--- src/rtl/sync_fifo_read_counter.sv ---
// ----------------------------------------------------------------------------
// sync_fifo_read_counter
//   Read-side pointer and status controller for an 8-entry synchronous FIFO.
//   The controller gates pop requests against empty and drives the memory read
//   address and strobe. It returns a Gray read pointer to the writer for full
//   detection. It also reports fill level, almost-empty, read-data-valid and a
//   sticky underflow flag.
//
// Ports
//   clk                 in   system clock, rising edge
//   rst_n               in   asynchronous active-low reset
//   read_enable         in   pop request from the consumer
//   write_pointer_gray  in   writer's registered Gray pointer (same domain)
//   empty               out  registered FIFO-empty flag
//   almost_empty        out  registered, fill level <= ALMOST_EMPTY_LEVEL
//   read_enable_out     out  combinational memory read strobe
//   read_pointer        out  combinational memory read address
//   read_pointer_gray   out  registered Gray read pointer to the writer
//   fill_level          out  registered word count, 0..2^ADDR_WIDTH
//   data_valid          out  registered, memory read data valid this cycle
//   underflow           out  sticky, set by a pop attempted while empty
// ----------------------------------------------------------------------------
module sync_fifo_read_counter #(
  parameter int unsigned ADDR_WIDTH         = 3,
  parameter int unsigned ALMOST_EMPTY_LEVEL = 2
) (
  input  logic                  clk,
  input  logic                  rst_n,
  input  logic                  read_enable,
  input  logic [ADDR_WIDTH:0]   write_pointer_gray,
  output logic                  empty,
  output logic                  almost_empty,
  output logic                  read_enable_out,
  output logic [ADDR_WIDTH-1:0] read_pointer,
  output logic [ADDR_WIDTH:0]   read_pointer_gray,
  output logic [ADDR_WIDTH:0]   fill_level,
  output logic                  data_valid,
  output logic                  underflow
);

  localparam int unsigned PW = ADDR_WIDTH + 1;

  logic [PW-1:0] r_rd_bin;
  logic [PW-1:0] r_rd_gray;
  logic          r_empty;
  logic          r_almost_empty;
  logic [PW-1:0] r_fill;
  logic          r_data_valid;
  logic          r_underflow;

  logic          w_pop;
  logic [PW-1:0] w_rd_bin_next;
  logic [PW-1:0] w_rd_gray_next;
  logic [PW-1:0] w_wr_bin;
  logic [PW-1:0] w_fill_next;
  logic          w_empty_next;
  logic          w_almost_empty_next;

  assign w_pop          = read_enable & ~r_empty;
  assign w_rd_bin_next  = r_rd_bin + PW'(w_pop);
  assign w_rd_gray_next = w_rd_bin_next ^ (w_rd_bin_next >> 1);

  // Gray-to-binary: prefix XOR running down from the MSB.
  always_comb begin
    w_wr_bin         = '0;
    w_wr_bin[PW-1]   = write_pointer_gray[PW-1];
    for (int unsigned i = 1; i < PW; i++) begin
      w_wr_bin[PW-1-i] = w_wr_bin[PW-i] ^ write_pointer_gray[PW-1-i];
    end
  end

  // Status is computed from the post-pop pointer, so pops are reflected at
  // once while writes show up one cycle late (conservative reader view).
  // The full-width compare keeps the "full" case (MSB differs) out of empty.
  assign w_fill_next         = w_wr_bin - w_rd_bin_next;
  assign w_empty_next        = (w_rd_gray_next == write_pointer_gray);
  assign w_almost_empty_next = (w_fill_next <= PW'(ALMOST_EMPTY_LEVEL));

  always_ff @(posedge clk or negedge rst_n) begin
    if (!rst_n) begin
      r_rd_bin       <= '0;
      r_rd_gray      <= '0;
      r_empty        <= 1'b1;
      r_almost_empty <= 1'b1;
      r_fill         <= '0;
      r_data_valid   <= 1'b0;
      r_underflow    <= 1'b0;
    end else begin
      r_rd_bin       <= w_rd_bin_next;
      r_rd_gray      <= w_rd_gray_next;
      r_empty        <= w_empty_next;
      r_almost_empty <= w_almost_empty_next;
      r_fill         <= w_fill_next;
      r_data_valid   <= w_pop;
      if (read_enable && r_empty) begin
        r_underflow <= 1'b1;
      end
    end
  end

  assign read_enable_out   = w_pop;
  assign read_pointer      = r_rd_bin[ADDR_WIDTH-1:0];
  assign read_pointer_gray = r_rd_gray;
  assign empty             = r_empty;
  assign almost_empty      = r_almost_empty;
  assign fill_level        = r_fill;
  assign data_valid        = r_data_valid;
  assign underflow         = r_underflow;

endmodule
--- config.mk ---
export PLATFORM = sky130hd
export DESIGN_NAME = sync_fifo_read_counter
export DESIGN_NICKNAME = d
export VERILOG_FILES = /design/src/rtl/sync_fifo_read_counter.sv
export SDC_FILE = /design/constraint.sdc
export NUM_CORES = 1
export LEC_CHECK = 0
export ABC_AREA = 1
export BUFFER_PORTS_ARGS = -buffer_cell sky130_fd_sc_hd__clkbuf_2
export CORE_MARGIN = 5
export CORE_UTILIZATION = 50
export CTS_BUF_LIST = sky130_fd_sc_hd__clkbuf_16
export DETAILED_ROUTE_END_ITERATION = 10
export MAX_ROUTING_LAYER = met4
export PLACE_DENSITY = 0.85
export REMOVE_ABC_BUFFERS = 1
export SYNTH_ARGS = -nofsm -noshare
export SYNTH_HDL_FRONTEND = slang
export SYNTH_SLANG_ARGS = --single-unit
--- constraint.sdc ---
create_clock -name clk -period 2.84 [get_ports clk]
set_input_delay 0.142 -clock clk [delete_from_list [all_inputs] [get_ports clk]]
set_output_delay 0.142 -clock clk [all_outputs]
set_load 0.01 [all_outputs]
==> impl_metrics.tcl <==
set metrics [dict create \
    gp_congestion 0.855 \
    fp-row-count 14 \
    ir_worst_vdd_uv 544 \
    yosysWarnings 0 \
    grt-ovfl-total 0 \
    post_synth_num_cell_types 19 \
    start_util 0.540 \
    tightest_slew_ps 358 \
    grt.met2_usage 0.249 \
    diodes 0 \
    routed_wl_um 1740 \
    ys_seq_elements 15 \
    hold_viol 0 \
    p_int_w 0.000803 \
    top_usage_layer "met2" \
    fillers 117 \
    drive_gt1_frac 0.308 \
    min_path_type "in -> reg" \
    numPortBuffers 22 \
    post-route-min-period_ps 2210 \
    cts_tree "built" \
    h-tree-depth 1 \
    die_h_um 51.0 \
    cts_sinks 15 \
    clk_latency_ps 240 \
    worstPathArrival_ps 2390 \
    critPathLaunchType "register" \
    drt_iter0_drc 30 \
    drt_pass1_iterations 4 \
    post-route-period-util 0.778 \
    numCtsBuffers 3 \
    io_pins 23 \
    critPathKind "reg -> reg" \
    finClkSkew_ps 1.05 \
    wl_per_cell_um 11.9 \
    root_buffer "clkbuf_16" \
    fin_nets 143 \
    met3_usage 0.0174 \
    cp_slowest_stage_delay_ps 540 \
    die_w_um 51.0 \
    synth_area_sq_um 842 \
    finalSetupViolCount 0 \
    max-cap-violations 0 \
    dieArea_sq_mm 0.00260 \
    ant_nets 0 \
    hold_depth 2 \
    syn_to_final_growth_pct 26.0 \
    syn_inst 103 \
    swShare 0.429 \
    setup_slack_ps 630 \
    clock.fmax_ghz 0.453 \
    avgSynthCellArea_sq_um 8.18 \
    grt_max_degree 16 \
    grt_util_all_layers 0.158 \
    endpoint_kind "register" \
    clk_path_buf_depth 2 \
    power_frac_comb 0.533 \
    path_clk_slew_ps 50 \
    p_per_area_mw_per_mm2 1320 \
    worstPathRequired_ps 3020 \
    grt_pass1_wl_um 2940 \
    p_clk_frac 0.190 \
    cts_setup_buffers 0 \
    crit_chain "nor2_1 -> ha_1 -> ha_1 -> inv_1 -> ha_1 -> inv_1 -> o21bai_1 -> nand2_1 -> nand2_1 -> nand2_1 -> nand2_2 -> nor2_2" \
    drc_errors 0 \
    fin_setup_tns_ps 0 \
    cpMaxStageDelayCell "dfstp_2" \
    rsz0062_at_grt "no" \
    leakage_nw 0.614 \
    relSlewSlack 0.761 \
    ff2ff_path_depth 12 \
    place_ws_ps 624 \
    gr-usage-met1 0.184 \
    vias 745 \
    cp_max_fo 6 \
    status "completed" \
    final_max_slew_viol_count 0 \
    core_area_sq_mm 0.00156 \
    hpwl_um 1390 \
    ys_seq_area_frac 0.449 \
    first_global_vias 672 \
    p_seq_frac 0.276 \
    vias_per_cell 5.10 \
    antenna_found_initial 0 \
    p_switching_w 0.000602 \
]
path summary, 6_finish.rpt:
check                                      start                     end  slack, ps
setup / recovery                 empty$_DFF_PN1_  almost_empty$_DFF_PN1_        630
hold / removal                       read_enable   underflow$_DFFE_PN0P_        130
setup reg to reg                 empty$_DFF_PN1_  almost_empty$_DFF_PN1_        630
hold reg to reg            underflow$_DFFE_PN0P_   underflow$_DFFE_PN0P_        460
max in group asynchronous                  rst_n         empty$_DFF_PN1_       2200
min in group asynchronous                  rst_n   r_rd_bin[2]$_DFF_PN0_        340
stage by stage:
stage / hold WS (ps) / cells / cell area, sq um / utilization / total power, W
5_1_grt: 136 / 146 / 1060 / 0.681 / 0.00153
6_report: 126 / 146 / 1060 / 0.681 / 0.00140
4_1_cts: 125 / 146 / 1060 / 0.681 / 0.00142
3_3_place_gp: 65.5 / 141 / 972 / 0.624 / 0.00112
3_5_place_dp: 74.3 / 141 / 972 / 0.624 / 0.00114
2_1_floorplan: -154 / 103 / 842 / - / 0.000924
timing repair:
action | in CTS | in global routing
setup endpoints to repair | 0 | 0
hold endpoints to repair | 13 | 0
gates resized for setup | 0 | 0
hold buffers | 1 | 0
power groups by stage:
stage | combinational, W | clock [W] | sequential [W]
2_1_floorplan | 0.000486 | 0 | 0.000438
3_3_place_gp | 0.000731 | 0 | 0.000387
3_5_place_dp | 0.000752 | 0 | 0.000392
4_1_cts | 0.000758 | 0.000270 | 0.000389
5_1_grt | 0.000848 | 0.000282 | 0.000403
6_report | 0.000749 | 0.000267 | 0.000388
Yosys cell counts:
| library cell | n | area (sq um) |
|---|---|---|
| xnor2_1 | 1 | 8.76 |
| dfstp_2 | 2 | 52.6 |
| nand3_1 | 12 | 60.1 |
| nor2_2 | 1 | 6.26 |
| xor2_2 | 1 | 16.3 |
| inv_1 | 14 | 52.6 |
| nor2_1 | 3 | 11.3 |
| nand2_2 | 9 | 56.3 |
| a21oi_1 | 1 | 5.00 |
| a21o_1 | 1 | 7.51 |
| ha_1 | 4 | 50.1 |
| nand4_1 | 2 | 12.5 |
| o21bai_1 | 1 | 7.51 |
| inv_2 | 1 | 3.75 |
| dfrtp_1 | 13 | 325 |
| xor2_1 | 1 | 8.76 |
| fa_1 | 1 | 20.0 |
| nand3_2 | 1 | 10.0 |
| nand2_1 | 34 | 128 |
layer usage:
layer,vias up,part of all wire
met5,-,0
met4,0,0.024
li1,377,-
met2,36,0.49
met1,328,0.40
met3,4,0.083
worst max-delay path: cells and delay by family, from the launching register on:
family / cells / cell delay, ps
compound gates: 1 / 150
fa+ha+maj: 3 / 960
buf+inv: 2 / 130
simple gates: 6 / 350
flops: 1 / 540
kinds of logic after synthesis:
| logic type | after synthesis | share of synthesized area |
|---|---|---|
| and+or+nand+nor | 62 | 0.337 |
| xor gates and xnor gates | 3 | 0.0401 |
| buffers and inverters | 15 | 0.0669 |
| AOI/OAI and AO/OA | 3 | 0.0238 |
| DFF | 15 | 0.449 |
| adders and majority gates | 5 | 0.0832 |
area by class of cell:
type | count | area, sq um | area share
multi-input combinational | 73 | 408 | 0.384
sequential | 15 | 378 | 0.356
timing repair buffer | 23 | 120 | 0.113
clock buffer | 3 | 75.1 | 0.0708
inverter | 15 | 56.3 | 0.0531
tap | 16 | 20.0 | 0.0189
clock inverter | 1 | 3.75 | 0.00354
layout by cell type (no fill, tap or decap), types with 2 or more instances in the layout:
cell | netlist | final
nor2_1 | 3 | 3
nand2_2 | 9 | 9
dfrtp_1 | 13 | 13
nand4_1 | 2 | 2
nand2_1 | 34 | 34
clkbuf_2 | 0 | 22
inv_1 | 14 | 15
nand3_1 | 12 | 12
ha_1 | 4 | 4
dfstp_2 | 2 | 2
clkbuf_16 | 0 | 3
sequential cells by signal (all words and copies together) (netlist names):
| name | flops |
|---|---|
| data_valid | 1 |
| r_rd_bin | 4 |
| empty | 1 |
| underflow | 1 |
| fill_level | 4 |
| almost_empty | 1 |
| read_pointer_gray | 3 |
Power figures use the tool's default switching activity.
